===== config.mk =====
export PLATFORM = sky130hd
export DESIGN_NAME = autotest_feed_responder
export DESIGN_NICKNAME = d
export VERILOG_FILES = /design/src/rtl/autotest_feed_responder.sv
export SDC_FILE = /design/constraint.sdc
export NUM_CORES = 1
export LEC_CHECK = 0
export CORE_ASPECT_RATIO = 1.75
export CORE_MARGIN = 5
export CORE_UTILIZATION = 50
export DETAILED_ROUTE_END_ITERATION = 16
export PLACE_DENSITY = 0.8
export SLEW_MARGIN = 20
export SYNTH_ARGS = -nofsm -noshare
export SYNTH_HDL_FRONTEND = slang
export SYNTH_SLANG_ARGS = --single-unit
export TNS_END_PERCENT = 30

===== constraint.sdc =====
create_clock -name clk -period 5.2 [get_ports clk]
set_input_delay 1.56 -clock clk [delete_from_list [all_inputs] [get_ports clk]]
set_output_delay 1.56 -clock clk [all_outputs]
set_load 0.02 [all_outputs]

===== src/rtl/autotest_feed_responder.sv =====
// autotest_feed_responder
// Stand-in responder for the autotest feed protocol. Absorbs fed words with a
// fixed busy window per word. On a stop request it runs a finalisation
// countdown and then presents the shift-in of all accepted words with end_uut
// held high.
//
// Ports
//   clk         system clock, rising edge
//   rst         asynchronous active-high reset
//   clear       synchronous clear, same effect as rst on the next edge
//   feed_data   word to absorb, sampled with data_ready
//   data_ready  single-cycle feed strobe
//   stop_feed   single-cycle finalise strobe
//   busy        responder cannot accept a word
//   end_uut     result valid, held until rst/clear
//   err         sticky protocol-violation flag
//   word_count  accepted words, saturating
//   result      shift register of accepted words, newest in the LSBs
module autotest_feed_responder #(
  parameter int unsigned FEED_DATA_SIZE = 8,
  parameter int unsigned OUTPUT_SIZE    = 88,
  parameter int unsigned BUSY_CYCLES    = 2,
  parameter int unsigned FINAL_CYCLES   = 45,
  parameter int unsigned COUNT_W        = 16
) (
  input  logic                      clk,
  input  logic                      rst,
  input  logic                      clear,
  input  logic [FEED_DATA_SIZE-1:0] feed_data,
  input  logic                      data_ready,
  input  logic                      stop_feed,
  output logic                      busy,
  output logic                      end_uut,
  output logic                      err,
  output logic [COUNT_W-1:0]        word_count,
  output logic [OUTPUT_SIZE-1:0]    result
);

  localparam int unsigned TIMER_W = 8;

  localparam logic [1:0] S_IDLE   = 2'd0;
  localparam logic [1:0] S_ABSORB = 2'd1;
  localparam logic [1:0] S_FINAL  = 2'd2;
  localparam logic [1:0] S_DONE   = 2'd3;

  logic [1:0]                r_state;
  logic [TIMER_W-1:0]        r_timer;
  logic                      r_busy;
  logic                      r_end;
  logic                      r_err;
  logic                      r_stop_pend;
  logic [COUNT_W-1:0]        r_count;
  logic [OUTPUT_SIZE-1:0]    r_result;

  logic [1:0]                w_state;
  logic [TIMER_W-1:0]        w_timer;
  logic                      w_busy;
  logic                      w_end;
  logic                      w_err;
  logic                      w_stop_pend;
  logic [COUNT_W-1:0]        w_count;
  logic [OUTPUT_SIZE-1:0]    w_result;
  logic                      w_stop_any;

  // Stop seen either earlier in this busy window or on this very cycle.
  assign w_stop_any = r_stop_pend | stop_feed;

  // State register and all registered outputs.
  always_ff @(posedge clk or posedge rst) begin
    if (rst) begin
      r_state     <= S_IDLE;
      r_timer     <= '0;
      r_busy      <= 1'b0;
      r_end       <= 1'b0;
      r_err       <= 1'b0;
      r_stop_pend <= 1'b0;
      r_count     <= '0;
      r_result    <= '0;
    end else begin
      r_state     <= w_state;
      r_timer     <= w_timer;
      r_busy      <= w_busy;
      r_end       <= w_end;
      r_err       <= w_err;
      r_stop_pend <= w_stop_pend;
      r_count     <= w_count;
      r_result    <= w_result;
    end
  end

  // Next-state and next-output logic.
  always_comb begin
    w_state     = r_state;
    w_timer     = r_timer;
    w_busy      = r_busy;
    w_end       = r_end;
    w_err       = r_err;
    w_stop_pend = r_stop_pend;
    w_count     = r_count;
    w_result    = r_result;

    if (clear) begin
      w_state     = S_IDLE;
      w_timer     = '0;
      w_busy      = 1'b0;
      w_end       = 1'b0;
      w_err       = 1'b0;
      w_stop_pend = 1'b0;
      w_count     = '0;
      w_result    = '0;
    end else begin
      case (r_state)
        S_IDLE: begin
          if (data_ready) begin
            // Concatenate then truncate: the oldest word falls off the MSB end.
            w_result    = OUTPUT_SIZE'({r_result, feed_data});
            if (r_count != {COUNT_W{1'b1}}) begin
              w_count = r_count + COUNT_W'(1);
            end
            w_timer     = TIMER_W'(BUSY_CYCLES);
            w_busy      = 1'b1;
            w_stop_pend = stop_feed;
            w_state     = S_ABSORB;
          end else if (stop_feed) begin
            w_timer = TIMER_W'(FINAL_CYCLES);
            w_busy  = 1'b1;
            w_state = S_FINAL;
          end
        end

        S_ABSORB: begin
          if (data_ready) begin
            w_err = 1'b1;
          end
          if (stop_feed) begin
            w_stop_pend = 1'b1;
          end
          if (r_timer <= TIMER_W'(1)) begin
            if (w_stop_any) begin
              // busy stays high straight into finalisation.
              w_timer     = TIMER_W'(FINAL_CYCLES);
              w_stop_pend = 1'b0;
              w_state     = S_FINAL;
            end else begin
              w_timer = '0;
              w_busy  = 1'b0;
              w_state = S_IDLE;
            end
          end else begin
            w_timer = r_timer - TIMER_W'(1);
          end
        end

        S_FINAL: begin
          if (data_ready || stop_feed) begin
            w_err = 1'b1;
          end
          if (r_timer <= TIMER_W'(1)) begin
            w_timer = '0;
            w_busy  = 1'b0;
            w_end   = 1'b1;
            w_state = S_DONE;
          end else begin
            w_timer = r_timer - TIMER_W'(1);
          end
        end

        S_DONE: begin
          if (data_ready || stop_feed) begin
            w_err = 1'b1;
          end
          w_busy = 1'b0;
          w_end  = 1'b1;
        end

        default: begin
          w_state = S_IDLE;
          w_busy  = 1'b0;
        end
      endcase
    end
  end

  assign busy       = r_busy;
  assign end_uut    = r_end;
  assign err        = r_err;
  assign word_count = r_count;
  assign result     = r_result;

endmodule


==> impl.org, run 1 <==
** GRT
- Entering global routing, the biggest net connects 102 pins.
- M2 GR Usage :: 34.42%
- Grt met1 use :: 26.74%
- Via count of the first global-routing pass :: 4132
- Initial antenna violation count :: 0
- Total global routing track utilization :: 21.31%
- For met3 alone, demand over resource in global routing was 6.100%.
- Global-route wire length before repair :: 21100 um
- Most used routing layer :: met2
- Overall overflow remaining after global route :: 0

** Placed design
- Worst Setup Slack post-DPL :: 1.163 ns
- Detailed-placement wirelength estimate :: 8335 um
- Number of buffer cells added on primary ports :: 119
- Weighted congestion at the end of routability-driven global placement :: 0.8879

** CTS
- Once the clock tree was built, the setup fixing pass inserted 0 buffers.
- Later-pin clock latency in the skew report :: 0.41 ns
- Clock Tree Root :: sky130_fd_sc_hd__clkbuf_16
- H-Tree Depth :: 4
- Post-CTS repair changed the size of 0 cells.
- The longest clock path from root to sink contains 2 buffers.
- After clock tree synthesis, the clock-pin slew on the worst setup and hold paths is 0.06 ns.
- The tree built by TritonCTS fans out to 118 sinks.
- Hold buffer count at cts :: 0
- TritonCTS built the clock tree.
- CTS Buf Count :: 17

** Detailed routing
- Before antenna repair, the detailed router went through 5 iterations.
- In the routed layout, each cell is associated on average with a via count of 5.990.
- The final layout contains routed wiring with a total length of 12590 um.
- 1st-iter DRT viols :: 291
- Remaining number of nets flagged by the antenna check after routing :: 0
- Via count of the routed design :: 4049
- For this run, design rule violations remaining after detail routing come to 0.
- Avg WL per Cell :: 18.63 um

** Die
- Width of the die :: 86.75 um
- Num ports :: 120
- Core area :: 0.01018 mm2
- Die Y :: 144.3 um
- In this run the core area contains 49 standard-cell rows.
- The die covers 0.01252 mm2.
- Initial cell density of the core :: 50.64%

** STA
- The clock period could shrink to 3.663 ns.
- In this run the tightest slew margin relative to its limit is 41.61%.
- Setup violations remaining at the end of the flow were counted as 0.
- Sum of negative setup slack :: 0 ns
- Peak clock frequency supported by timing :: 273.0 MHz
- Period utilisation layout :: 70.44%
- Clock skew after layout :: 0.006082 ns
- Hold_ws :: 0.4990 ns
- The number of endpoints with negative hold slack in the final report is 0.
- For the pin with the worst max-slew slack, the measured transition is 0.8758 ns.
- Setup slack on the critical path of the routed design comes to 1.537 ns.
- Slew Viols, Final :: 0
- Setup repair after global routing left no endpoint under its margin.

** Yosys
- Number of flops mapped to enable cells by yosys :: 0
- The cell count after synthesis came out at 422.
- YS warnings :: 0
- Counting flops with an async set or reset pin after synthesis yields a share of 100.0%.
- Area share of the leading cell type in the synthesized netlist :: 57.30%
- Yosys mapped the design onto 61 distinct sky130hd cell types.
- In this run, synthesis produced a sequential element count of 118.
- After synthesis the cells add up to 0.005154 mm2.
- The synthesized design spends more area on one cell type than any other, namely sky130_fd_sc_hd__dfrtp_1.
- Seq/Total Area, Yosys :: 57.30%
- Counting every net in the synthesized netlist gives 443.
- Primary flip-flop cell chosen by synthesis mapping :: sky130_fd_sc_hd__dfrtp_1
- After synthesis, the most frequently instantiated cells are sky130_fd_sc_hd__dfrtp_1 (118), sky130_fd_sc_hd__a22o_1 (90), sky130_fd_sc_hd__nor2_1 (22).
- Synth Area per Inst :: 12.21 um2
- The most common cell in the synthesized netlist is sky130_fd_sc_hd__dfrtp_1.
- Largest cells by area after synthesis :: sky130_fd_sc_hd__dfrtp_1 (57%), sky130_fd_sc_hd__a22o_1 (15%), sky130_fd_sc_hd__mux2_2 (2.6%)

** Flow run
- Across the run, the number of max-cap violations was 0.

** Critical path
- Critical Path RT :: 5.49 ns
- R2R Path Start :: r_state[1]$_DFFE_PP0P_
- Beginning of the critical path :: clear
- Counting cells, the worst reg-to-reg path comes to 6.
- The worst register-to-register path ends at r_timer[2]$_DFFE_PP0P_.
- Largest fanout on the critical path :: 20
- Crit path kind :: in -> reg
- The setup check on the worst reg-to-reg path leaves a slack of 2.91 ns.
- For the worst setup path, the data arrival time is 3.95 ns.
- Crit start category :: input pin
- STA classifies the critical path endpoint as a flip-flop.

** Power and ir drop
- The analysis attributes to cell leakage a power of 3.160 nW.
- Per report_power, the sequential group accounts for 36.4% of the total.
- Combinational cell fraction of total power :: 21.2%
- Total chip power :: 2.877 mW
- Design internal power :: 1.998 mW
- Net switching is 30.53% of the power.
- Clock share of power :: 42.4%
- Worst IR Drop VDD :: 358.3 uV
- Switching pwr :: 0.8784 mW
- Power per cell area :: 408.3 mW/mm2

** Final layout
- Ant. Diodes :: 0
- Fraction of layout instances using a drive strength above 1 :: 11.11%
- The filler cells instantiated in the layout total 763.
- Multi-input gate area :: 0.002003 mm2
- From synthesis to final layout, the design area changed by 36.71%.
- The sequential cells in the finished layout cover a total of 0.002953 mm2.
- Measured on the finished design, the core utilization comes to 69.23%.
- After the last flow step, the layout net total stands at 557.

** Outcome
- The flow ran to the end, and the final reports show no timing, DRC or antenna violations.

** Hold path
- In this run the worst hold path is classified as reg -> reg.
- WHS Endpoint :: result[82]$_DFFE_PP0P_
- Startpoint of the tightest hold check path :: result[82]$_DFFE_PP0P_
- Counting instances, the worst hold path has a depth of 1.
==> cell families (layout without fill, tap and decap cells) <==
kind of cell	Yosys count	count (layout)	share of synthesized area, %
multiplexers	13	13	2.816
flip-flops	118	118	57.30
AO/OA/AOI/OAI	149	149	23.94
buffers and inverters	46	173	4.127
adder cells (fa/ha/maj)	8	8	1.942
AND/OR/NAND/NOR	87	87	9.711
XOR/XNOR	1	1	0.1700
==> cell usage in the layout, fill, tap and decap left out, types with 2 or more instances in the layout <==
cell type / n
sky130_fd_sc_hd__a21o_1: 4
sky130_fd_sc_hd__a21oi_1: 13
sky130_fd_sc_hd__a221o_1: 2
sky130_fd_sc_hd__a22o_1: 90
sky130_fd_sc_hd__a31o_2: 2
sky130_fd_sc_hd__a31oi_1: 4
sky130_fd_sc_hd__a41o_1: 2
sky130_fd_sc_hd__and3_1: 2
sky130_fd_sc_hd__and4_1: 2
sky130_fd_sc_hd__buf_4: 4
sky130_fd_sc_hd__bufinv_16: 3
sky130_fd_sc_hd__clkbuf_16: 17
sky130_fd_sc_hd__clkbuf_8: 2
sky130_fd_sc_hd__clkdlybuf4s50_1: 119
sky130_fd_sc_hd__clkinv_4: 3
sky130_fd_sc_hd__clkinvlp_4: 2
sky130_fd_sc_hd__dfrtp_1: 118
sky130_fd_sc_hd__ha_1: 8
sky130_fd_sc_hd__inv_1: 16
sky130_fd_sc_hd__inv_6: 4
sky130_fd_sc_hd__mux2_2: 12
sky130_fd_sc_hd__nand2_1: 9
sky130_fd_sc_hd__nand3_1: 5
sky130_fd_sc_hd__nand3b_1: 2
sky130_fd_sc_hd__nand4_1: 9
sky130_fd_sc_hd__nor2_1: 21
sky130_fd_sc_hd__nor2b_1: 12
sky130_fd_sc_hd__nor3_1: 6
sky130_fd_sc_hd__o21ai_0: 7
sky130_fd_sc_hd__o22ai_1: 2
sky130_fd_sc_hd__o31ai_1: 4
sky130_fd_sc_hd__or3_1: 5
sky130_fd_sc_hd__or4_1: 2
==> layer usage <==
metal | up-vias | wire [um] | share of wire, %
li1 | 1832 | - | -
met1 | 2063 | 5085 | 40
met2 | 134 | 6542 | 52
met3 | 20 | 682 | 5.4
met5 | - | 0 | 0
met4 | 0 | 282 | 2.2
==> critical path, stage by stage <==
cell	delay, ns
sky130_fd_sc_hd__clkdlybuf4s50_1	0.81
sky130_fd_sc_hd__nand3b_1	0.39
sky130_fd_sc_hd__nor3_2	0.64
sky130_fd_sc_hd__a21boi_0	0.24
sky130_fd_sc_hd__mux2_2	0.31
==> registers in the layout, indices dropped and copies added, names as in the netlist <==
| register | flops |
|---|---|
| result | 88 |
| err | 1 |
| r_timer | 8 |
| word_count | 16 |
| end_uut | 1 |
| r_state | 2 |
| busy | 1 |
| r_stop_pend | 1 |
==> power by group through the flow <==
stage | logic, mW | clock network [mW] | registers [mW]
4_1_cts | 0.606 | 1.24 | 1.04
3_3_place_gp | 0.589 | 0 | 1.06
6_report | 0.610 | 1.22 | 1.05
5_1_grt | 0.670 | 1.28 | 1.06
3_5_place_dp | 0.601 | 0 | 1.06
2_1_floorplan | 0.403 | 0 | 1.09
==> cell type report <==
type / instances / share of cell area, %
clock buffers: 20 / 6.482
clock inverters: 12 / 2.362
inverters: 17 / 0.9412
multi-input cells: 258 / 28.43
flip-flops and latches: 118 / 41.91
well taps: 127 / 2.255
repair buffers: 124 / 17.62
==> worst max path at each step <==
stage	endpoint	slack (ns)	cells after the start
after global routing	word_count[0]$_DFFE_PP0P_	1.44	5
final	word_count[0]$_DFFE_PP0P_	1.54	5
after floorplan	busy$_DFFE_PP0P_	0.51	1
after CTS	word_count[0]$_DFFE_PP0P_	1.59	5
after global placement	word_count[0]$_DFFE_PP0P_	1.21	5
after detailed placement	word_count[0]$_DFFE_PP0P_	1.16	5
==> through the flow <==
step | std cells | cell area [um2]
2_1_floorplan | 422 | 5154
6_report | 676 | 7046
4_1_cts | 676 | 7046
3_3_place_gp | 644 | 6422
3_5_place_dp | 644 | 6422
5_1_grt | 676 | 7046
Note: power is estimated with default switching activity, not from simulation.
==> run 2, diff against run 1 <==
CORE_UTILIZATION = 45   (was 50)
PLACE_DENSITY = 0.76   (was 0.8)
clock period = 3.2 ns   (was 5.2 ns; I/O delays follow)
==> run 2 against run 1 <==
Clock power is 70% higher; clock-buffer cell count is 3 lower; highest routed layer unchanged; core utilization shrank 5.3 points; worst hold slack worse by 0.0026 ns; sequential share of layout area decreased by 0.54 points; routed wire length is 4.2% higher; critical endpoint is now word_count[5]; via count grew 1.8%; worst setup slack worse by 0.84 ns; cell area increased by 1.3%; combinational power rose by 66%.
==> impl.org, run 2 (synthesis results as in run 1) <==
** Outcome
- Status :: finished clean (unchanged)

** GRT
- The global-route usage over all layers is 19.62% (was 21.31%).
- Global-route wire length before repair :: 21890 um (was 21100 um)
- Maximum number of pins on one net before global-route repair :: 91 (was 102)
- Overall overflow remaining after global route :: 0 (unchanged)
- The number of global-route vias before repair is 4142 (was 4132).
- Initial antenna violation count :: 0 (unchanged)

** Final layout
- Ant. Diodes :: 0 (unchanged)
- Number of nets in the layout :: 562 (was 557)
- The synthesis-to-layout area growth came to 38.48% (was 36.71%).
- The leading cell type in the layout, fill and taps excluded is sky130_fd_sc_hd__clkdlybuf4s50_1 (unchanged).
- Highest-count cells in the layout ignoring fill and taps: sky130_fd_sc_hd__clkdlybuf4s50_1 (119), sky130_fd_sc_hd__dfrtp_1 (118), sky130_fd_sc_hd__a22o_1 (90) (unchanged).
- The fraction of final layout cells sized beyond drive strength 1 is 12.09% (was 11.11%).
- Number of flip-flops under the largest register name :: 88 (unchanged)
- Layout Utilization :: 63.91% (was 69.23%)
- The number of cells in the finished layout apart from fillers is 686 (was 676).
- Fillers :: 826 (was 763)

** Critical path
- The slack of the worst reg-to-reg path was 0.88 ns (was 2.91 ns).
- The top cell family by delay on the critical path was buffers and inverters (was simple AND/OR/NAND/NOR gates).
- Beginning of the critical path :: word_count[5]$_DFFE_PP0P_ (was clear)
- Cell depth of the worst flop-to-flop path :: 6 (unchanged)
- Element type at the critical path end :: primary output (was flip-flop)
- The origin of the critical flop-to-flop path is r_state[1]$_DFFE_PP0P_ (unchanged).
- FF-to-FF End :: r_timer[2]$_DFFE_PP0P_ (unchanged)
- The startpoint type of the worst setup path was a flip-flop (was input pin).
- The required time at the worst-slack endpoint came to 2.24 ns (was 5.49 ns).
- Buf/Inv on CP :: 1 (unchanged)
- CP cell instances :: clkdlybuf4s50_1 (was clkdlybuf4s50_1 > nand3b_1 > nor3_2 > a21boi_0 > mux2_2)
- The delay contributed by the slowest stage of the critical path came to 0.66 ns (was 0.81 ns).
- Crit path kind :: reg -> out (was in -> reg)
- The library cell contributing the largest single delay on the critical path is sky130_fd_sc_hd__clkdlybuf4s50_1 (unchanged).
- CP Depth :: 1 (was 5)
- Critical Path AT :: 1.55 ns (was 3.95 ns)
- Destination of the critical timing path :: word_count[5] (was word_count[0]$_DFFE_PP0P_)
- Largest fanout on the critical path :: 8 (was 20)

** Power and ir drop
- The relative contribution of combinational cells to total power came to 21.2% (about the same).
- The share of total power consumed by net switching was 30.74% (was 30.53%).
- Flop pwr share :: 35.5% (was 36.4%)
- Design internal power :: 3.313 mW (was 1.998 mW)
- The share of power burned in the clock network came to 43.3% (was 42.4%).
- Power per cell area :: 670.1 mW/mm2 (was 408.3 mW/mm2)
- The net switching power was 1.470 mW (was 0.8784 mW).
- The standby leakage power came to 3.199 nW (was 3.160 nW).
- The total power after layout is 4.783 mW (was 2.877 mW).
- The peak supply drop was 523.7 uV (was 358.3 uV).

** Die
- The starting utilization of the core area came to 46.15% (was 50.64%).
- Num ports :: 120 (unchanged)
- Core area :: 0.01117 mm2 (was 0.01018 mm2)
- Die Y :: 151.6 um (was 144.3 um)
- The die outline width was 90.90 um (was 86.75 um).
- The row count came to 51 (was 49).
- Area enclosed by the die boundary :: 0.01378 mm2 (was 0.01252 mm2)

** CTS
- The H-tree depth was 4 (unchanged).
- The maximum root-to-sink buffer count came to 2 (unchanged).
- Clock Tree Root :: sky130_fd_sc_hd__clkbuf_16 (unchanged)
- CTS tree :: yes (unchanged)
- Clock transition time at the flip-flop clock pins of the worst setup and hold paths :: 0.06 ns (about the same)
- Later-pin clock latency in the skew report :: 0.41 ns (about the same)
- The total of cells resized after clock tree synthesis came to 0 (unchanged).
- Hold buffer count at cts :: 0 (unchanged)
- The number of clock sinks was 118 (unchanged).
- Buffer count from post-CTS setup fixing :: 0 (unchanged)
- CTS Buf Count :: 17 (unchanged)

** STA
- The transition time at the pin with the least slew margin was 0.5736 ns (was 0.8758 ns).
- Setup violations, final :: 0 (unchanged)
- Clock period minus final worst setup slack :: 2.505 ns
- Period utilisation layout :: 78.28%
- The worst path setup slack after routing is 0.6950 ns (was 1.537 ns).
- Setup repair after global routing missed its margin: no (unchanged).
- Slew Viols, Final :: 0 (unchanged)
- Peak clock frequency supported by timing :: 399.2 MHz
- Relative slew slack :: 61.46% (was 41.61%)
- The sum of negative setup slack was 0 ns (unchanged).
- Hold Vio Cnt, Final :: 0 (unchanged)
- The worst-case clock skew came to 0.006860 ns (was 0.006082 ns).

** Detailed routing
- Vias per std cell :: 6.009 (was 5.990)
- Pre-antenna DRT Iters :: 4 (was 5)
- Met2 layer wire length in the routed design :: 6839 um (was 6542 um)
- Via count of the routed design :: 4122 (was 4049)
- The uppermost signal routing layer after detailed routing is met4 (unchanged).
- The final wirelength came to 13120 um (was 12590 um).
- The total length of routed met3 wires came to 947 um (was 682 um).
- The detailed-route wire length on metal 1 came to 5113 um (was 5085 um).
- The detail-routed net length per standard cell came to 19.13 um (was 18.63 um).
- The number of DRC violations after detailed-routing iteration 0 was 270 (was 291).
- The number of design rule violations left after detail routing is 0 (unchanged).
- The number of nets with antenna violations after routing was 0 (unchanged).

** Hold path
- Startpoint of the tightest hold check path :: result[87]$_DFFE_PP0P_ (was result[82]$_DFFE_PP0P_)
- Type of the most critical hold path :: reg -> reg (unchanged)

** Placed design
- The cell total after placement was 654 (was 644).
- The detailed-placement wirelength estimate is 8816 um (was 8335 um).
- The number of buffer cells added on primary ports is 119 (unchanged).
- Weighted congestion at the end of routability-driven global placement :: 0.9006 (was 0.8879)
- Worst Setup Slack post-DPL :: 0.3581 ns (was 1.163 ns)

** Flow run
- The number of maximum-capacitance violations is 0 (unchanged).
## run 2: cell count changes in the layout (fill, tap and decap cells not counted), sizes merged
cell / delta
clkinvlp: +1
inv: +1
clkbuf: -3
buf: +5
bufinv: +1
## run 2: power by group through the flow
stage | combinational [mW] | sequential (mW) | clock, mW
2_1_floorplan | 0.655 | 1.77 | 0
3_3_place_gp | 0.990 | 1.72 | 0
3_5_place_dp | 1.01 | 1.72 | 0
4_1_cts | 1.02 | 1.70 | 2.10
5_1_grt | 1.11 | 1.71 | 2.18
6_report | 1.01 | 1.70 | 2.07
## run 2: per-layer routing
layer	vias up	global-route usage, %
met5	-	0
met4	0	7.416
met3	26	7.016
met2	158	32.28
met1	2087	23.68
li1	1851	-
## run 2: per-stage QoR
step / cell area (um2) / hold WS (ns)
after floorplan: 5157 / 0.4639
after global placement: 6492 / 0.4811
after detailed placement: 6492 / 0.4869
after CTS: 7137 / 0.5021
after global routing: 7137 / 0.5218
final: 7137 / 0.4964
## run 2: layout make-up
type / instances / area [um2] / share of cell area [%]
Tap cell: 132 / 165.2 / 2.314
Clock inverter: 15 / 219.0 / 3.068
Timing Repair Buffer: 129 / 1304 / 18.27
Inverter: 17 / 67.56 / 0.9467
Multi-Input combinational cell: 258 / 2003 / 28.07
Clock buffer: 17 / 425.4 / 5.961
Sequential cell: 118 / 2953 / 41.37
## run 2: worst min path at each step
stage | to | cells after the start
2_1_floorplan | r_timer[6]$_DFFE_PP0P_ | 1
3_3_place_gp | r_timer[6]$_DFFE_PP0P_ | 1
3_5_place_dp | result[83]$_DFFE_PP0P_ | 1
4_1_cts | result[83]$_DFFE_PP0P_ | 1
5_1_grt | result[86]$_DFFE_PP0P_ | 1
6_report | result[87]$_DFFE_PP0P_ | 1
==> run 3, diff against run 2 <==
clock period = 2.3 ns   (was 3.2 ns; I/O delays follow)
==> run 3 against run 2 <==
Core utilization rose by 1.2 points; total power increased by 34%; final cell count grew 3.4%; register-to-register slack got worse by 0.72 ns; largest cell class unchanged.
==> impl.org, run 3 (synthesis results as in run 1) <==
** Outcome
- Status: finished clean (unchanged).

** Power and ir drop
- The net switching power came to 2.042 mW (was 1.470 mW).
- The standby leakage power is 3.281 nW (was 3.199 nW).
- The share of power burned in the clock network was 39.2% (was 43.3%).
- Power per cell area :: 881.8 mW/mm2 (was 670.1 mW/mm2)
- Proportion of total power due to net switching :: 31.87% (was 30.74%)
- The internal power of the cells came to 4.366 mW (was 3.313 mW).
- The peak supply drop was 661.1 uV (was 523.7 uV).
- The power share of the sequential group was 36.7% (was 35.5%).
- Combinational cell fraction of total power :: 24.1% (was 21.2%)

** Final layout
- Layout-stage area growth over the synthesis result :: 41.01% (was 38.48%)
- The leading cell type in the layout, fill and taps excluded was sky130_fd_sc_hd__clkdlybuf4s50_1 (unchanged).
- Layout Utilization :: 65.08% (was 63.91%)
- The fraction of final layout cells sized beyond drive strength 1 came to 15.77% (was 12.09%).
- The number of inserted diodes was 0 (unchanged).
- Number of flip-flops under the largest register name :: 88 (unchanged)
- The net count reported at finish is 586 (was 562).
- The number of cells in the finished layout apart from fillers was 709 (was 686).
- Highest-count cells in the layout ignoring fill and taps :: sky130_fd_sc_hd__clkdlybuf4s50_1 (119), sky130_fd_sc_hd__dfrtp_1 (118), sky130_fd_sc_hd__a22o_1 (90) (unchanged)

** Die
- The full die area is 0.01378 mm2 (unchanged).
- Die Y :: 151.6 um (unchanged)
- Total number of placement rows :: 51 (unchanged)
- The number of top-level pins was 120 (unchanged).
- The die outline width came to 90.90 um (unchanged).
- The starting utilization of the core area came to 46.15% (unchanged).
- Core area :: 0.01117 mm2 (unchanged)

** STA
- Peak clock frequency supported by timing :: 449.1 MHz
- Worst Max-Slew Pin Slew :: 0.5818 ns (was 0.5736 ns)
- The final max-slew violation count was 0 (unchanged).
- The relative max-transition margin is 61.07% (was 61.46%).
- The count of endpoints failing setup in the final report is 0 (unchanged).
- Period utilisation layout :: 96.82%
- The worst path setup slack after routing is 0.07315 ns (was 0.6950 ns).
- Clock period minus final worst setup slack :: 2.227 ns
- Hold Vio Cnt, Final :: 0 (unchanged)
- Setup repair after global routing missed its margin :: no (unchanged)
- Hold_ws :: 0.5007 ns (was 0.4964 ns)
- The worst-case clock skew is 0.006503 ns (was 0.006860 ns).
- Sum of negative setup slack :: 0 ns (unchanged)

** GRT
- The total grt overflow came to 0 (unchanged).
- Global-route wire length before repair :: 22310 um (was 21890 um)
- Total global routing track utilization :: 20.26% (was 19.62%)
- The initial antenna violation count was 0 (unchanged).
- The number of global-route vias before repair was 4364 (was 4142).
- The maximum number of pins on one net before global-route repair was 69 (was 91).

** CTS
- The clock input transition at the sequential cells of the worst setup and hold paths was 0.06 ns (about the same).
- CTS tree :: yes (unchanged)
- Buffer count from post-CTS setup fixing :: 0 (unchanged)
- The clock buffer count from CTS came to 17 (unchanged).
- Hold buffer count at cts :: 0 (unchanged)
- H-Tree Depth :: 4 (unchanged)
- The maximum root-to-sink buffer count came to 2 (unchanged).
- Clock Tree Root :: sky130_fd_sc_hd__clkbuf_16 (unchanged)
- Later-pin clock latency in the skew report :: 0.41 ns (about the same)
- Number of sinks handled by clock tree synthesis :: 118 (unchanged)

** Critical path
- R2R Path Start :: r_timer[0]$_DFFE_PP0P_ (was r_state[1]$_DFFE_PP0P_)
- Critical Path RT :: 1.61 ns (was 2.24 ns)
- Worst reg-to-reg setup slack :: 0.16 ns (was 0.88 ns)
- Crit start category :: flip-flop (unchanged)
- The kind of end point of the critical path is a primary output (unchanged).
- The critical path arrival was 1.54 ns (was 1.55 ns).
- The critical path buffer and inverter count came to 1 (unchanged).
- Cell depth of the worst flop-to-flop path :: 6 (unchanged)
- CP cell instances :: clkdlybuf4s50_1 (unchanged)
- Crit path kind :: reg -> out (unchanged)
- Family of cells with the greatest summed delay on the critical path :: buffers and inverters (unchanged)
- Peak per-stage delay on the critical path :: 0.66 ns (about the same)
- The largest fanout on the critical path came to 8 (unchanged).
- FF-to-FF End :: r_timer[6]$_DFFE_PP0P_ (was r_timer[2]$_DFFE_PP0P_)
- The library cell contributing the largest single delay on the critical path is sky130_fd_sc_hd__clkdlybuf4s50_1 (unchanged).

** Detailed routing
- The average vias per placed instance is 5.867 (was 6.009).
- Via count of the routed design :: 4160 (was 4122)
- The final wirelength came to 13690 um (was 13120 um).
- Remaining number of nets flagged by the antenna check after routing :: 0 (unchanged)
- Avg WL per Cell :: 19.31 um (was 19.13 um)
- The first-pass iteration count of the detailed router came to 7 (was 4).
- Count of unresolved DRC violations after routing :: 0 (unchanged)
- 1st-iter DRT viols :: 200 (was 270)

** Placed design
- The weighted congestion reported at the end of routability-driven placement is 0.8851 (was 0.9006).
- The worst slack after detailed placement came to -0.2422 ns (was 0.3581 ns).
- The number of buffer cells added on primary ports is 119 (unchanged).
- The cell total after placement was 678 (was 654).
- The detailed-placement wirelength estimate came to 9436 um (was 8816 um).

** Hold path
- The source of the worst hold timing path is result[83]$_DFFE_PP0P_ (was result[87]$_DFFE_PP0P_).
- The instance count along the most critical hold path came to 1 (unchanged).
- WHS Endpoint :: result[83]$_DFFE_PP0P_ (was result[87]$_DFFE_PP0P_)
- Type of the most critical hold path :: reg -> reg (unchanged)

** Flow run
- The number of maximum-capacitance violations was 0 (unchanged).
## run 3: changes by cell type in the layout (fill, tap and decap cells not counted)
cell	delta
sky130_fd_sc_hd__buf_4	+22
sky130_fd_sc_hd__bufinv_16	-3
sky130_fd_sc_hd__buf_12	+2
sky130_fd_sc_hd__clkinvlp_4	+2
sky130_fd_sc_hd__inv_8	-2
sky130_fd_sc_hd__a2111oi_0	-1
sky130_fd_sc_hd__a2111oi_1	+1
sky130_fd_sc_hd__clkbuf_8	+1
sky130_fd_sc_hd__clkinv_2	+1
sky130_fd_sc_hd__clkinv_4	+1
sky130_fd_sc_hd__ha_1	-1
sky130_fd_sc_hd__ha_2	+1
sky130_fd_sc_hd__inv_6	-1
## run 3: worst register-to-register path, stage by stage, from the launching register on
cell and delay, ns:
sky130_fd_sc_hd__dfrtp_1 0.47, sky130_fd_sc_hd__inv_1 0.07, sky130_fd_sc_hd__ha_1 0.27, sky130_fd_sc_hd__or2_1 0.33, sky130_fd_sc_hd__a31o_4 0.31, sky130_fd_sc_hd__or4_1 0.48
sky130_fd_sc_hd__mux2i_1 0.13
## run 3: power by group through the flow
stage / combinational [mW] / clock (mW) / sequential [mW]
2_1_floorplan: 0.912 / 0 / 2.46
3_3_place_gp: 1.49 / 0 / 2.37
5_1_grt: 1.68 / 2.66 / 2.37
3_5_place_dp: 1.53 / 0 / 2.38
4_1_cts: 1.54 / 2.56 / 2.35
6_report: 1.55 / 2.51 / 2.35
## run 3: cell type report
cell class / instances / area (um2)
Sequential cell: 118 / 2953
Clock buffer: 18 / 439.2
Clock inverter: 13 / 126.4
Tap cell: 132 / 165.2
Fill cell: 855 / 3900
Timing Repair Buffer: 153 / 1509
Multi-Input combinational cell: 258 / 2007
Inverter: 17 / 67.56
## run 3: timing repair
action / 4_1_cts / 5_1_grt
endpoints found under the setup margin: 0 / 1
resized for setup: 0 / 2
endpoints found under the hold margin: 0 / 0
## run 3: worst max path at each step
| stage | start | end | slack, ns | cells past startpoint |
|---|---|---|---|---|
| 2_1_floorplan | rst | busy$_DFFE_PP0P_ | 0.17 | 1 |
| 3_3_place_gp | clear | word_count[15]$_DFFE_PP0P_ | -0.14 | 7 |
| 3_5_place_dp | clear | r_timer[2]$_DFFE_PP0P_ | -0.24 | 6 |
| 4_1_cts | word_count[5]$_DFFE_PP0P_ | word_count[5] | 0.06 | 1 |
| 5_1_grt | word_count[5]$_DFFE_PP0P_ | word_count[5] | 0.02 | 1 |
| 6_report | word_count[5]$_DFFE_PP0P_ | word_count[5] | 0.07 | 1 |
## run 3: routing by layer
metal  share of wire [%]  global-route usage (%)  vias to the layer above
li1                    -                       -                     1887
met1                  39                   23.15                     2102
met3                 6.1                   6.028                       31
met4                 2.9                   10.94                        0
met5                   0                       0                        -
met2                  52                   34.06                      140
## run 3: stage by stage
stage	power [mW]	area, um2
final	6.408	7267
after global routing	6.701	7267
after CTS	6.445	7263
after detailed placement	3.906	6698
after global placement	3.860	6698
after floorplan	3.367	5157
